[src/rtl/alu_exec_unit_pkg.sv]
`default_nettype none
// ============================================================================
// Module   : alu_exec_unit_pkg
// Brief    : Shared opcodes, state encoding, port codes and helper functions
//            for the multi-cycle ALU execute stage.
// Revision : 1.0 - initial release
// ============================================================================
package alu_exec_unit_pkg;

  localparam logic [3:0] OP_ADD = 4'h4;
  localparam logic [3:0] OP_SUB = 4'h5;
  localparam logic [3:0] OP_AND = 4'h6;
  localparam logic [3:0] OP_OR  = 4'h7;
  localparam logic [3:0] OP_XOR = 4'h8;
  localparam logic [3:0] OP_NOT = 4'h9;
  localparam logic [3:0] OP_SHL = 4'hA;
  localparam logic [3:0] OP_SHR = 4'hB;
  localparam logic [3:0] OP_CMP = 4'hC;

  localparam logic [1:0] RW_READ  = 2'b10;
  localparam logic [1:0] RW_WRITE = 2'b01;
  localparam logic [1:0] RW_IDLE  = 2'b00;

  localparam int CY_BIT = 1;
  localparam int Z_BIT  = 0;

  typedef enum logic [2:0] {
    ST_IDLE    = 3'd0,
    ST_RDA_REQ = 3'd1,
    ST_RDA_CAP = 3'd2,
    ST_RDB_REQ = 3'd3,
    ST_RDB_CAP = 3'd4,
    ST_EXEC    = 3'd5,
    ST_WB      = 3'd6,
    ST_DONE    = 3'd7
  } state_t;

  function automatic logic op_is_legal(input logic [3:0] op);
    return (op >= OP_ADD) && (op <= OP_CMP);
  endfunction

  function automatic logic op_is_unary(input logic [3:0] op);
    return (op == OP_NOT) || (op == OP_SHL) || (op == OP_SHR);
  endfunction

endpackage
`default_nettype wire

[src/rtl/alu_exec_unit_if.sv]
`default_nettype none
// ============================================================================
// Module   : alu_exec_unit_if
// Brief    : Instruction handshake and register-file port bundle of the
//            execute stage; master is the execute unit, slave its environment.
// Revision : 1.0 - initial release
// ============================================================================
interface alu_exec_unit_if #(
  parameter int DATA_W = 8
);
  logic [7:0]        instr;
  logic              instr_valid;
  logic              instr_ready;
  logic              rf_strobe;
  logic [DATA_W-1:0] rf_word;
  logic [1:0]        rf_read_write;
  logic [1:0]        rf_rw_reg;
  logic [DATA_W-1:0] rf_wdata;
  logic [DATA_W-1:0] rf_rdata;
  logic [1:0]        flags;
  logic              busy;
  logic              done;
  logic              err;

  modport master (
    input  instr, instr_valid, rf_rdata,
    output instr_ready, rf_strobe, rf_word, rf_read_write, rf_rw_reg,
           rf_wdata, flags, busy, done, err
  );

  modport slave (
    output instr, instr_valid, rf_rdata,
    input  instr_ready, rf_strobe, rf_word, rf_read_write, rf_rw_reg,
           rf_wdata, flags, busy, done, err
  );
endinterface
`default_nettype wire

[src/rtl/alu_exec_unit_alu_core.sv]
`default_nettype none
// ============================================================================
// Module   : alu_core
// Brief    : Combinational datapath: result plus carry/borrow and zero flags.
// Revision : 1.0 - initial release
// ============================================================================
module alu_core
  import alu_exec_unit_pkg::*;
#(
  parameter int DATA_W = 8
) (
  input  wire logic [3:0]        op,
  input  wire logic [DATA_W-1:0] a,
  input  wire logic [DATA_W-1:0] b,
  output logic      [DATA_W-1:0] result,
  output logic                   cy,
  output logic                   z
);

  logic [DATA_W:0] sum;
  logic [DATA_W:0] diff;

  always_comb begin
    sum    = {1'b0, a} + {1'b0, b};
    // bit DATA_W of the widened difference is the borrow, i.e. a < b unsigned
    diff   = {1'b0, a} - {1'b0, b};
    result = '0;
    cy     = 1'b0;
    case (op)
      OP_ADD: begin
        result = sum[DATA_W-1:0];
        cy     = sum[DATA_W];
      end
      OP_SUB, OP_CMP: begin
        result = diff[DATA_W-1:0];
        cy     = diff[DATA_W];
      end
      OP_AND: result = a & b;
      OP_OR:  result = a | b;
      OP_XOR: result = a ^ b;
      OP_NOT: result = ~a;
      OP_SHL: begin
        result = {a[DATA_W-2:0], 1'b0};
        cy     = a[DATA_W-1];
      end
      OP_SHR: begin
        result = {1'b0, a[DATA_W-1:1]};
        cy     = a[0];
      end
      default: begin
        result = '0;
        cy     = 1'b0;
      end
    endcase
    z = (result == '0);
  end

endmodule
`default_nettype wire

[src/rtl/alu_exec_unit.sv]
`default_nettype none
// ============================================================================
// Module   : alu_exec_unit
// Brief    : Multi-cycle ALU execute stage; reads operands and writes results
//            through the register file's strobed port, drives CY/Z flags.
// Revision : 1.0 - initial release
// ============================================================================
module alu_exec_unit
  import alu_exec_unit_pkg::*;
#(
  parameter int         DATA_W   = 8,
  parameter logic [7:0] NOP_WORD = 8'hF0
) (
  input wire logic        clk,
  input wire logic        rst,
  alu_exec_unit_if.master bus
);

  state_t            state_q, state_d;
  logic [7:0]        instr_q, instr_d;
  logic [DATA_W-1:0] a_q, a_d;
  logic [DATA_W-1:0] b_q, b_d;

  logic              instr_ready_q, instr_ready_d;
  logic              rf_strobe_q, rf_strobe_d;
  logic [DATA_W-1:0] rf_word_q, rf_word_d;
  logic [1:0]        rf_read_write_q, rf_read_write_d;
  logic [1:0]        rf_rw_reg_q, rf_rw_reg_d;
  logic [DATA_W-1:0] rf_wdata_q, rf_wdata_d;
  logic [1:0]        flags_q, flags_d;
  logic              busy_q, busy_d;
  logic              done_q, done_d;
  logic              err_q, err_d;

  logic [DATA_W-1:0] alu_result;
  logic              alu_cy;
  logic              alu_z;
  logic [3:0]        op_q;

  assign op_q = instr_q[7:4];

  alu_core #(
    .DATA_W (DATA_W)
  ) u_alu_core (
    .op     (op_q),
    .a      (a_q),
    .b      (b_q),
    .result (alu_result),
    .cy     (alu_cy),
    .z      (alu_z)
  );

  // Next state, operand capture and flag update
  always_comb begin
    state_d    = state_q;
    instr_d    = instr_q;
    a_d        = a_q;
    b_d        = b_q;
    flags_d    = flags_q;
    err_d      = 1'b0;
    rf_wdata_d = '0;
    case (state_q)
      ST_IDLE: begin
        if (bus.instr_valid) begin
          instr_d = bus.instr;
          if (op_is_legal(bus.instr[7:4])) begin
            state_d = ST_RDA_REQ;
          end else begin
            state_d = ST_DONE;
            err_d   = 1'b1;
          end
        end
      end
      // Read data is valid by the end of the strobe cycle, so the operand
      // register loads on the edge leaving the request state.
      ST_RDA_REQ: begin
        a_d     = bus.rf_rdata;
        state_d = ST_RDA_CAP;
      end
      ST_RDA_CAP: state_d = op_is_unary(op_q) ? ST_EXEC : ST_RDB_REQ;
      ST_RDB_REQ: begin
        b_d     = bus.rf_rdata;
        state_d = ST_RDB_CAP;
      end
      ST_RDB_CAP: state_d = ST_EXEC;
      ST_EXEC: begin
        flags_d[CY_BIT] = alu_cy;
        flags_d[Z_BIT]  = alu_z;
        if (op_q == OP_CMP) begin
          state_d = ST_DONE;
        end else begin
          state_d    = ST_WB;
          rf_wdata_d = alu_result;
        end
      end
      ST_WB:   state_d = ST_DONE;
      ST_DONE: state_d = ST_IDLE;
      default: state_d = ST_IDLE;
    endcase
  end

  // Port outputs are decoded from the next state so they register in step
  always_comb begin
    rf_strobe_d     = (state_d == ST_RDA_REQ) || (state_d == ST_RDB_REQ) ||
                      (state_d == ST_WB);
    rf_word_d       = rf_strobe_d ? NOP_WORD : '0;
    rf_read_write_d = RW_IDLE;
    rf_rw_reg_d     = 2'b00;
    case (state_d)
      ST_RDA_REQ: begin
        rf_read_write_d = RW_READ;
        rf_rw_reg_d     = instr_d[3:2];
      end
      ST_RDB_REQ: begin
        rf_read_write_d = RW_READ;
        rf_rw_reg_d     = instr_d[1:0];
      end
      ST_WB: begin
        rf_read_write_d = RW_WRITE;
        rf_rw_reg_d     = instr_d[3:2];
      end
      default: begin
        rf_read_write_d = RW_IDLE;
        rf_rw_reg_d     = 2'b00;
      end
    endcase
    instr_ready_d = (state_d == ST_IDLE);
    busy_d        = (state_d != ST_IDLE);
    done_d        = (state_d == ST_DONE);
  end

  always_ff @(posedge clk or posedge rst) begin
    if (rst) begin
      state_q         <= ST_IDLE;
      instr_q         <= '0;
      a_q             <= '0;
      b_q             <= '0;
      instr_ready_q   <= 1'b1;
      rf_strobe_q     <= 1'b0;
      rf_word_q       <= '0;
      rf_read_write_q <= RW_IDLE;
      rf_rw_reg_q     <= 2'b00;
      rf_wdata_q      <= '0;
      flags_q         <= 2'b00;
      busy_q          <= 1'b0;
      done_q          <= 1'b0;
      err_q           <= 1'b0;
    end else begin
      state_q         <= state_d;
      instr_q         <= instr_d;
      a_q             <= a_d;
      b_q             <= b_d;
      instr_ready_q   <= instr_ready_d;
      rf_strobe_q     <= rf_strobe_d;
      rf_word_q       <= rf_word_d;
      rf_read_write_q <= rf_read_write_d;
      rf_rw_reg_q     <= rf_rw_reg_d;
      rf_wdata_q      <= rf_wdata_d;
      flags_q         <= flags_d;
      busy_q          <= busy_d;
      done_q          <= done_d;
      err_q           <= err_d;
    end
  end

  assign bus.instr_ready   = instr_ready_q;
  assign bus.rf_strobe     = rf_strobe_q;
  assign bus.rf_word       = rf_word_q;
  assign bus.rf_read_write = rf_read_write_q;
  assign bus.rf_rw_reg     = rf_rw_reg_q;
  assign bus.rf_wdata      = rf_wdata_q;
  assign bus.flags         = flags_q;
  assign bus.busy          = busy_q;
  assign bus.done          = done_q;
  assign bus.err           = err_q;

endmodule
`default_nettype wire
[src/flat_wrapper.sv]
// flat-port wrapper written by rule: the top's interface ports become plain ports
module alu_exec_unit_flat import alu_exec_unit_pkg::*;
#(
  parameter int         DATA_W   = 8,
  parameter logic [7:0] NOP_WORD = 8'hF0
)
  (clk, rst, bus_instr, bus_instr_valid, bus_rf_rdata, bus_instr_ready, bus_rf_strobe, bus_rf_word, bus_rf_read_write, bus_rf_rw_reg, bus_rf_wdata, bus_flags, bus_busy, bus_done, bus_err);
  alu_exec_unit_if #(.DATA_W(DATA_W)) bus_i ();
  input wire logic clk;
  input wire logic rst;
  input wire logic [$bits(bus_i.instr)-1:0] bus_instr;
  input wire logic [$bits(bus_i.instr_valid)-1:0] bus_instr_valid;
  input wire logic [$bits(bus_i.rf_rdata)-1:0] bus_rf_rdata;
  output wire logic [$bits(bus_i.instr_ready)-1:0] bus_instr_ready;
  output wire logic [$bits(bus_i.rf_strobe)-1:0] bus_rf_strobe;
  output wire logic [$bits(bus_i.rf_word)-1:0] bus_rf_word;
  output wire logic [$bits(bus_i.rf_read_write)-1:0] bus_rf_read_write;
  output wire logic [$bits(bus_i.rf_rw_reg)-1:0] bus_rf_rw_reg;
  output wire logic [$bits(bus_i.rf_wdata)-1:0] bus_rf_wdata;
  output wire logic [$bits(bus_i.flags)-1:0] bus_flags;
  output wire logic [$bits(bus_i.busy)-1:0] bus_busy;
  output wire logic [$bits(bus_i.done)-1:0] bus_done;
  output wire logic [$bits(bus_i.err)-1:0] bus_err;
  assign bus_i.instr = bus_instr;
  assign bus_i.instr_valid = bus_instr_valid;
  assign bus_i.rf_rdata = bus_rf_rdata;
  assign bus_instr_ready = bus_i.instr_ready;
  assign bus_rf_strobe = bus_i.rf_strobe;
  assign bus_rf_word = bus_i.rf_word;
  assign bus_rf_read_write = bus_i.rf_read_write;
  assign bus_rf_rw_reg = bus_i.rf_rw_reg;
  assign bus_rf_wdata = bus_i.rf_wdata;
  assign bus_flags = bus_i.flags;
  assign bus_busy = bus_i.busy;
  assign bus_done = bus_i.done;
  assign bus_err = bus_i.err;
  alu_exec_unit #(.DATA_W(DATA_W), .NOP_WORD(NOP_WORD)) u_core (.clk(clk), .rst(rst), .bus(bus_i));
endmodule
[config.mk]
export PLATFORM = sky130hd
export DESIGN_NAME = alu_exec_unit_flat
export DESIGN_NICKNAME = d
export VERILOG_FILES = /design/src/rtl/alu_exec_unit_pkg.sv /design/src/rtl/alu_exec_unit_if.sv /design/src/rtl/alu_exec_unit_alu_core.sv /design/src/rtl/alu_exec_unit.sv /design/src/flat_wrapper.sv
export SDC_FILE = /design/constraint.sdc
export NUM_CORES = 1
export LEC_CHECK = 0
export ABC_AREA = 0
export BUFFER_PORTS_ARGS = -buffer_cell sky130_fd_sc_hd__buf_4
export CELL_PAD_IN_SITES_DETAIL_PLACEMENT = 0
export CELL_PAD_IN_SITES_GLOBAL_PLACEMENT = 1
export CORE_MARGIN = 2
export CORE_UTILIZATION = 44
export DETAILED_ROUTE_END_ITERATION = 8
export PLACE_DENSITY = 0.87
export REMOVE_ABC_BUFFERS = 1
export SLEW_MARGIN = 20
export SYNTH_ARGS = -nofsm -noshare
export SYNTH_HDL_FRONTEND = slang
export SYNTH_SLANG_ARGS = --single-unit
[constraint.sdc]
create_clock -name clk -period 3.1 [get_ports clk]
set_input_delay 0 -clock clk [delete_from_list [all_inputs] [get_ports clk]]
set_output_delay 0 -clock clk [all_outputs]
set_load 0.02 [all_outputs]
==> out/summary.txt, run 1 <==
Crit Path Max Fanout: 4
Synth Area in Simple Gates: 16.10%
Main combinational cell family by area after synthesis: compound AO/OA/AOI/OAI gates
Clk network pwr share: 8.5%
Final Hold Viols: 0
Number of port buffers: 41
Post-synthesis area per instance: 9.314 µm²
Drt pass-1 iters: 5
Synth Area in Compound Gates: 18.74%
Initial antenna violation count: 0
Largest net degree at the start of global routing: 47
Clock net sink count: 46
Worst path cell trace: inv_1 > ha_1 > fa_1 > o22ai_1 > a32o_1 > a211oi_2 > nand4_1 > or3_1 > o41ai_2
Final setup fails: 0
Final max-slew violation count: 0
Final core occ: 53.40%
CP Capture Type: flop
Adder-cell area share of the yosys netlist: 11.08%
R2R setup slack: 0.37 ns
Critical Path Source: u_core.a_q[0]$_DFFE_PP0P_
Switching Share: 49.31%
FMAX: 366.6 MHz
Min Clock Period, post-route: 2.728 ns
Cts repair resizes: 0
DP HPWL: 5.469 mm
Crit path arrival time: 2.94 ns
XOR/XNOR Fraction of Synth Area: 1.925%
Largest stage delay, worst path: 0.52 ns
TNS Setup: 0 ns
Mapped cell area: 3186 µm²
Sw power: 2.223 mW
Number of flops mapped to enable cells by yosys: 0
Final worst setup slack: 0.3723 ns
Clock slew seen by the registers of the worst setup and hold paths: 0.10 ns
Largest delay contributor family on the critical path: compound AO/OA/AOI/OAI gates
Int Pwr: 2.285 mW
Comb power frac: 65.5%
Slew HR: 36.85%
# nets final: 440
Share of post-route cells with drive strength above 1: 22.53%
Post-synth top flop: dfrtp_1
Mux cell area share after synthesis: 7.973%
Chip Height: 89.09 µm
Sequential area share after synthesis: 36.17%
Commonest cells after routing, fill and taps aside: 49 x buf_4, 45 x dfrtp_1, 27 x nand2_1, 26 x inv_1
ANT cells: 0
Area leader, netlist: dfrtp_1
Worst r2r src: u_core.a_q[0]$_DFFE_PP0P_
Multi-input gate area: 1793 µm²
Die Area: 7936 µm²
Max Cap Viol: 0
First-pass GRT wire length: 12.11 mm
Synth unique cells: 64
DRC: 0
H-tree depth: 2
Required @ worst endpoint: 3.31 ns
Horiz. Die Dim: 89.09 µm
Fillcell total: 693
RSZ-0062 raised after global routing: false
DR iter-0 viols: 219
CTS max path bufs: 2
Remaining Overflow, GRT: 0
Slowest stage cell, crit path: fa_1
Total power: 4.507 mW
DR vias: 2704
Number of global-route vias before repair: 2415
Synthesized flop and latch total: 46
Cts hold-fix bufs: 17
Period utilization: 87.99%
Async set or reset register ratio after synthesis: 100.0%
Post-CTS Setup Inserts: 0
Setup WS pre-CTS: 0.3789 ns
CTS tree: built
Worst VDD drop: 418.9 µV
Register share of total power: 26.0%
Hold Path Sink: u_core.state_q[0]$_DFF_PP0_
Cell Pwr Density: 1183 nW/µm²
Clock latency on the worst-skew pair: 0.30 ns
Outcome: completed
Post-synth top area share: 35.35%
Hold wc startpoint: bus_instr_valid
Synth area leaders: dfrtp_1 35%, ha_1 9.8%, mux2_2 6.0%, o21ai_0 3.9%, inv_1 3.2%
Final Routed Wirelength: 7.409 mm
GPL Wtd Cong: 0.9406
Starting Density: 44.64%
Startpoint types: flop
Gate Count Post-Synth: 342
CTS root buf: clkbuf_8
FF+latch area: 1152 µm²
Most common cell after layout, fill and taps aside: buf_4
Leakage: 1.756 nW
Core ar.: 7137 µm²
Worst r2r path cells: 9
Global Route Usage Sum: 19.58%
DR vias/cell: 5.474
WHS Path Cells: 4
WP buf/inv: 1
Setup Skew: 0.009709 ns
Reg-to-Reg End: u_core.bus.flags[0]$_DFFE_PP0P_
P&R area growth vs syn: 19.64%
Worst-Margin Slew: 0.9448 ns
Wire per inst: 15.00 µm
Ys Warns: 0
# IOs: 46
Post-route ant nets: 0
Critical path type: reg -> reg
Row count: 31
HP Class: in -> reg
Cts bufs inserted: 5
[cell type report]
class	instances	share of cell area (%)
multi-input cells	246	47.05
flip-flops and latches	46	30.24
repair buffers	66	14.12
well taps	99	3.250
inverters	29	2.922
clock buffers	5	1.806
clock inverters	3	0.6238
[cells by family (layout without fill, tap and decap cells)]
family / Yosys count / count (layout)
and+or+nand+nor: 100 / 100
AOI/OAI and AO/OA: 86 / 86
buffers and inverters: 53 / 103
DFF: 46 / 46
adders and majority gates: 27 / 27
muxes: 22 / 22
xor gates and xnor gates: 7 / 7
other: 1 / 4
[how the worst max path moves through the flow]
stage | to | slack, ns | cells past startpoint
global route | u_core.bus.flags[0]$_DFFE_PP0P_ | 0.23 | 9
CTS | u_core.bus.flags[0]$_DFFE_PP0P_ | 0.35 | 9
detailed placement | u_core.bus.flags[0]$_DFFE_PP0P_ | 0.38 | 9
global placement | u_core.bus.flags[0]$_DFFE_PP0P_ | 0.46 | 9
floorplan | u_core.bus.flags[0]$_DFFE_PP0P_ | 0.64 | 9
finish | u_core.bus.flags[0]$_DFFE_PP0P_ | 0.37 | 9
[cell usage after synthesis (all sizes together) (3+ instances only)]
cell type,instances
nor2,22
xnor2,3
nand2,28
a211oi,3
mux2,17
nor2b,6
xor2,4
clkbuf,9
nand3,12
nor3,4
and2,4
ha,25
a31oi,3
inv,29
a2bb2oi,3
o211ai,6
nand2b,3
buf,15
o22ai,5
mux2i,4
dfrtp,45
or3,5
nand4b,3
and3,3
o21ai,30
a21oi,11
[power by group through the flow]
stage                     Combinational, mW  Sequential (mW)  Clock [mW]
final                                  2.95             1.17       0.384
after global routing                   3.28             1.22       0.418
after CTS                              2.93             1.17       0.396
after detailed placement               2.90             1.18           0
after global placement                 2.88             1.17           0
after floorplan                        1.95             1.28           0
[layer usage]
layer	vias to the layer above	GRT usage, %	part of all wire [%]
met1	1295	27.68	46
met2	99	31.78	48
met5	-	0	0
li1	1305	-	-
met3	5	2.955	5.6
met4	0	4.478	0.76
[stage by stage]
stage | hold slack [ns] | cell area [µm²] | std cells
2_1_floorplan | 0.1168 | 3057 | 321
3_3_place_gp | 0.2104 | 3548 | 469
3_5_place_dp | 0.2172 | 3548 | 469
4_1_cts | 0.1546 | 3811 | 494
5_1_grt | 0.2003 | 3811 | 494
6_report | 0.1728 | 3811 | 494
[worst reg2reg max path, stage by stage (launching register included)]
cell and delay [ns]:
dfrtp_1 0.40, inv_1 0.10, ha_1 0.22, fa_1 0.52, o22ai_1 0.08, a32o_1 0.23
a211oi_2 0.31, nand4_1 0.12, or3_1 0.39, o41ai_2 0.26
Power figures use the tool's default switching activity.
==> run 2, diff against run 1 <==
--- a/config.mk
+++ b/config.mk
@@ -12,7 +12,7 @@
 export CORE_MARGIN = 2
 export CORE_UTILIZATION = 44
 export DETAILED_ROUTE_END_ITERATION = 8
-export PLACE_DENSITY = 0.87
+export PLACE_DENSITY_LB_ADDON = 0.25
 export REMOVE_ABC_BUFFERS = 1
 export SLEW_MARGIN = 20
 export SYNTH_ARGS = -nofsm -noshare
==> run 2 against run 1 <==
  * Maximum frequency is 0.36% lower
  * Critical path type unchanged
  * Count of clock-buffer cells in the layout stayed put
  * Global-route usage is 1.0 points higher
  * Cell count is 0.40% higher
  * Largest cell class unchanged
==> out/summary.txt, run 2 (synthesized netlist as in run 1, its figures left out) <==
Outcome: completed
Post-CTS Setup Inserts: 0 (unchanged)
Hold wc startpoint: bus_instr_valid
Clock latency on the worst-skew pair: 0.31 ns (about the same)
Placed cell area: 3563 µm² (+0.42%)
Remaining Overflow, GRT: 0 (unchanged)
Cts bufs inserted: 5 (unchanged)
Max Cap Viol: 0 (unchanged)
Largest stage delay, worst path: 0.51 ns (about the same)
# IOs: 46 (unchanged)
Final setup fails: 0 (unchanged)
Final max-slew violation count: 0 (unchanged)
DRC: 0 (unchanged)
TNS Setup: 0 ns (unchanged)
Global Route Usage Sum: 20.63% (+1.0 points)
Required @ worst endpoint: 3.31 ns (about the same)
RSZ-0062 raised after global routing: false
Post-route ant nets: 0 (unchanged)
Most common cell after layout, fill and taps aside: buf_4
Commonest cells after routing, fill and taps aside: 51 x buf_4, 45 x dfrtp_1, 27 x nand2_1, 26 x inv_1
Worst VDD drop: 493.7 µV (+18%)
Cell Pwr Density: 1202 nW/µm² (+1.7%)
Critical path type: reg -> reg
HP Class: in -> reg
DR vias: 2645 (-2.2%)
Worst path cell trace: inv_1 > ha_1 > fa_1 > o22ai_1 > a32o_1 > a211oi_2 > nand4_1 > or3_1 > o41ai_2
First-pass GRT wire length: 12.59 mm (+4.0%)
DR vias/cell: 5.333 (-2.6%)
ANT cells: 0 (unchanged)
Starting Density: 44.64% (unchanged)
CTS max path bufs: 2 (unchanged)
Die Area: 7936 µm² (unchanged)
Hold Path Sink: u_core.state_q[2]$_DFF_PP0_
Reg-to-Reg End: u_core.bus.flags[0]$_DFFE_PP0P_
Wire per inst: 15.54 µm (+3.6%)
Row count: 31 (unchanged)
P&R area growth vs syn: 20.78%
Worst-Margin Slew: 0.8021 ns (-0.1427 ns)
Drt pass-1 iters: 4 (-1)
WHS Path Cells: 4 (unchanged)
Final core occ: 53.91% (+0.51 points)
GPL Wtd Cong: 0.8737 (-7.1%)
Initial antenna violation count: 0 (unchanged)
Startpoint types: flop
DR iter-0 viols: 194 (-11%)
CTS root buf: clkbuf_8
Min Clock Period, post-route: 2.738 ns (+0.009976 ns)
Share of post-route cells with drive strength above 1: 22.92% (+0.39 points)
Chip Height: 89.09 µm (unchanged)
Slew HR: 46.52% (+9.7 points)
Largest net degree at the start of global routing: 47 (unchanged)
Slowest stage cell, crit path: fa_1
Final Hold Viols: 0 (unchanged)
Clock slew seen by the registers of the worst setup and hold paths: 0.10 ns (about the same)
Number of port buffers: 41 (unchanged)
DP HPWL: 5.626 mm (+2.9%)
Worst r2r path cells: 9 (unchanged)
R2R setup slack: 0.36 ns (about the same)
Fillcell total: 683 (-1.4%)
Fin area: 3847 µm² (+0.95%)
Worst r2r src: u_core.a_q[0]$_DFFE_PP0P_
Clock net sink count: 46 (unchanged)
Setup Skew: 0.01220 ns (+0.002487 ns)
# nets final: 442 (+0.45%)
FMAX: 365.3 MHz (-0.36%)
Horiz. Die Dim: 89.09 µm (unchanged)
Crit Path Max Fanout: 4 (unchanged)
H-tree depth: 2 (unchanged)
Crit path arrival time: 2.95 ns (about the same)
CTS tree: built
Period utilization: 88.31% (+0.32 points)
Leakage: 1.783 nW (+1.5%)
Final Routed Wirelength: 7.709 mm (+4.0%)
Number of global-route vias before repair: 2486 (+2.9%)
CP Capture Type: flop
Core ar.: 7137 µm² (unchanged)
==> run 2: cell types whose count changed in the layout (fill, tap and decap cells not counted), sizes merged <==
cell / change
bufinv: +1
buf: +2
clkinvlp: -2
inv: -1
clkinv: +2
==> run 2: per-stage QoR <==
stage	std cells	power [mW]	setup slack (ns)	hold slack, ns
after floorplan	321	3.232	0.6381	0.1168
after global placement	471	4.094	0.4016	0.2125
after detailed placement	471	4.132	0.3805	0.2179
after CTS	496	4.630	0.3638	0.1516
after global routing	496	5.045	0.1526	0.2086
final	496	4.626	0.3624	0.1613
==> run 2: final cells by class <==
class | count | area [µm²] | area share, %
multi-input combinational | 246 | 1793 | 46.60
sequential | 46 | 1152 | 29.95
timing repair buffer | 68 | 553.0 | 14.37
tap | 99 | 123.9 | 3.220
inverter | 29 | 112.6 | 2.927
clock buffer | 5 | 68.82 | 1.789
clock inverter | 3 | 43.79 | 1.138
==> run 2: routing by layer <==
layer  part of all wire [%]  GRT usage (%)  vias up
met5                      0              0        -
met4                   0.84          4.342        0
met3                    3.2          2.493        6
met2                     47          33.54       54
met1                     49          29.65     1275
li1                       -              -     1310
==> run 2: worst max-delay path by stage <==
stage,from,end,slack (ns)
after floorplan,u_core.a_q[0]$_DFFE_PP0P_,u_core.bus.flags[0]$_DFFE_PP0P_,0.64
after CTS,u_core.a_q[1]$_DFFE_PP0P_,u_core.bus.flags[0]$_DFFE_PP0P_,0.36
final,u_core.a_q[0]$_DFFE_PP0P_,u_core.bus.flags[0]$_DFFE_PP0P_,0.36
after detailed placement,u_core.a_q[1]$_DFFE_PP0P_,u_core.bus.flags[0]$_DFFE_PP0P_,0.38
after global routing,u_core.instr_q[4]$_DFFE_PP0P_,u_core.bus.flags[0]$_DFFE_PP0P_,0.15
after global placement,u_core.instr_q[4]$_DFFE_PP0P_,u_core.bus.flags[0]$_DFFE_PP0P_,0.40
==> run 2: critical path, delay by kind of cell, from the launching register on <==
family / cells / cell delay (ns)
simple gates: 2 / 0.54
buf+inv: 1 / 0.10
flops: 1 / 0.40
fa+ha+maj: 2 / 0.72
compound gates: 4 / 0.88
==> run 2: report_power, final <==
group	switching [mW]	total, mW	internal [mW]
Sequential	0.334	1.20	0.868
Clock	0.221	0.463	0.242
Combinational	1.69	2.96	1.27
==> run 2: repair_timing <==
item | CTS | global route
resized for setup | 0 | 0
endpoints found under the hold margin | 69 | 0
hold buffers | 17 | 0
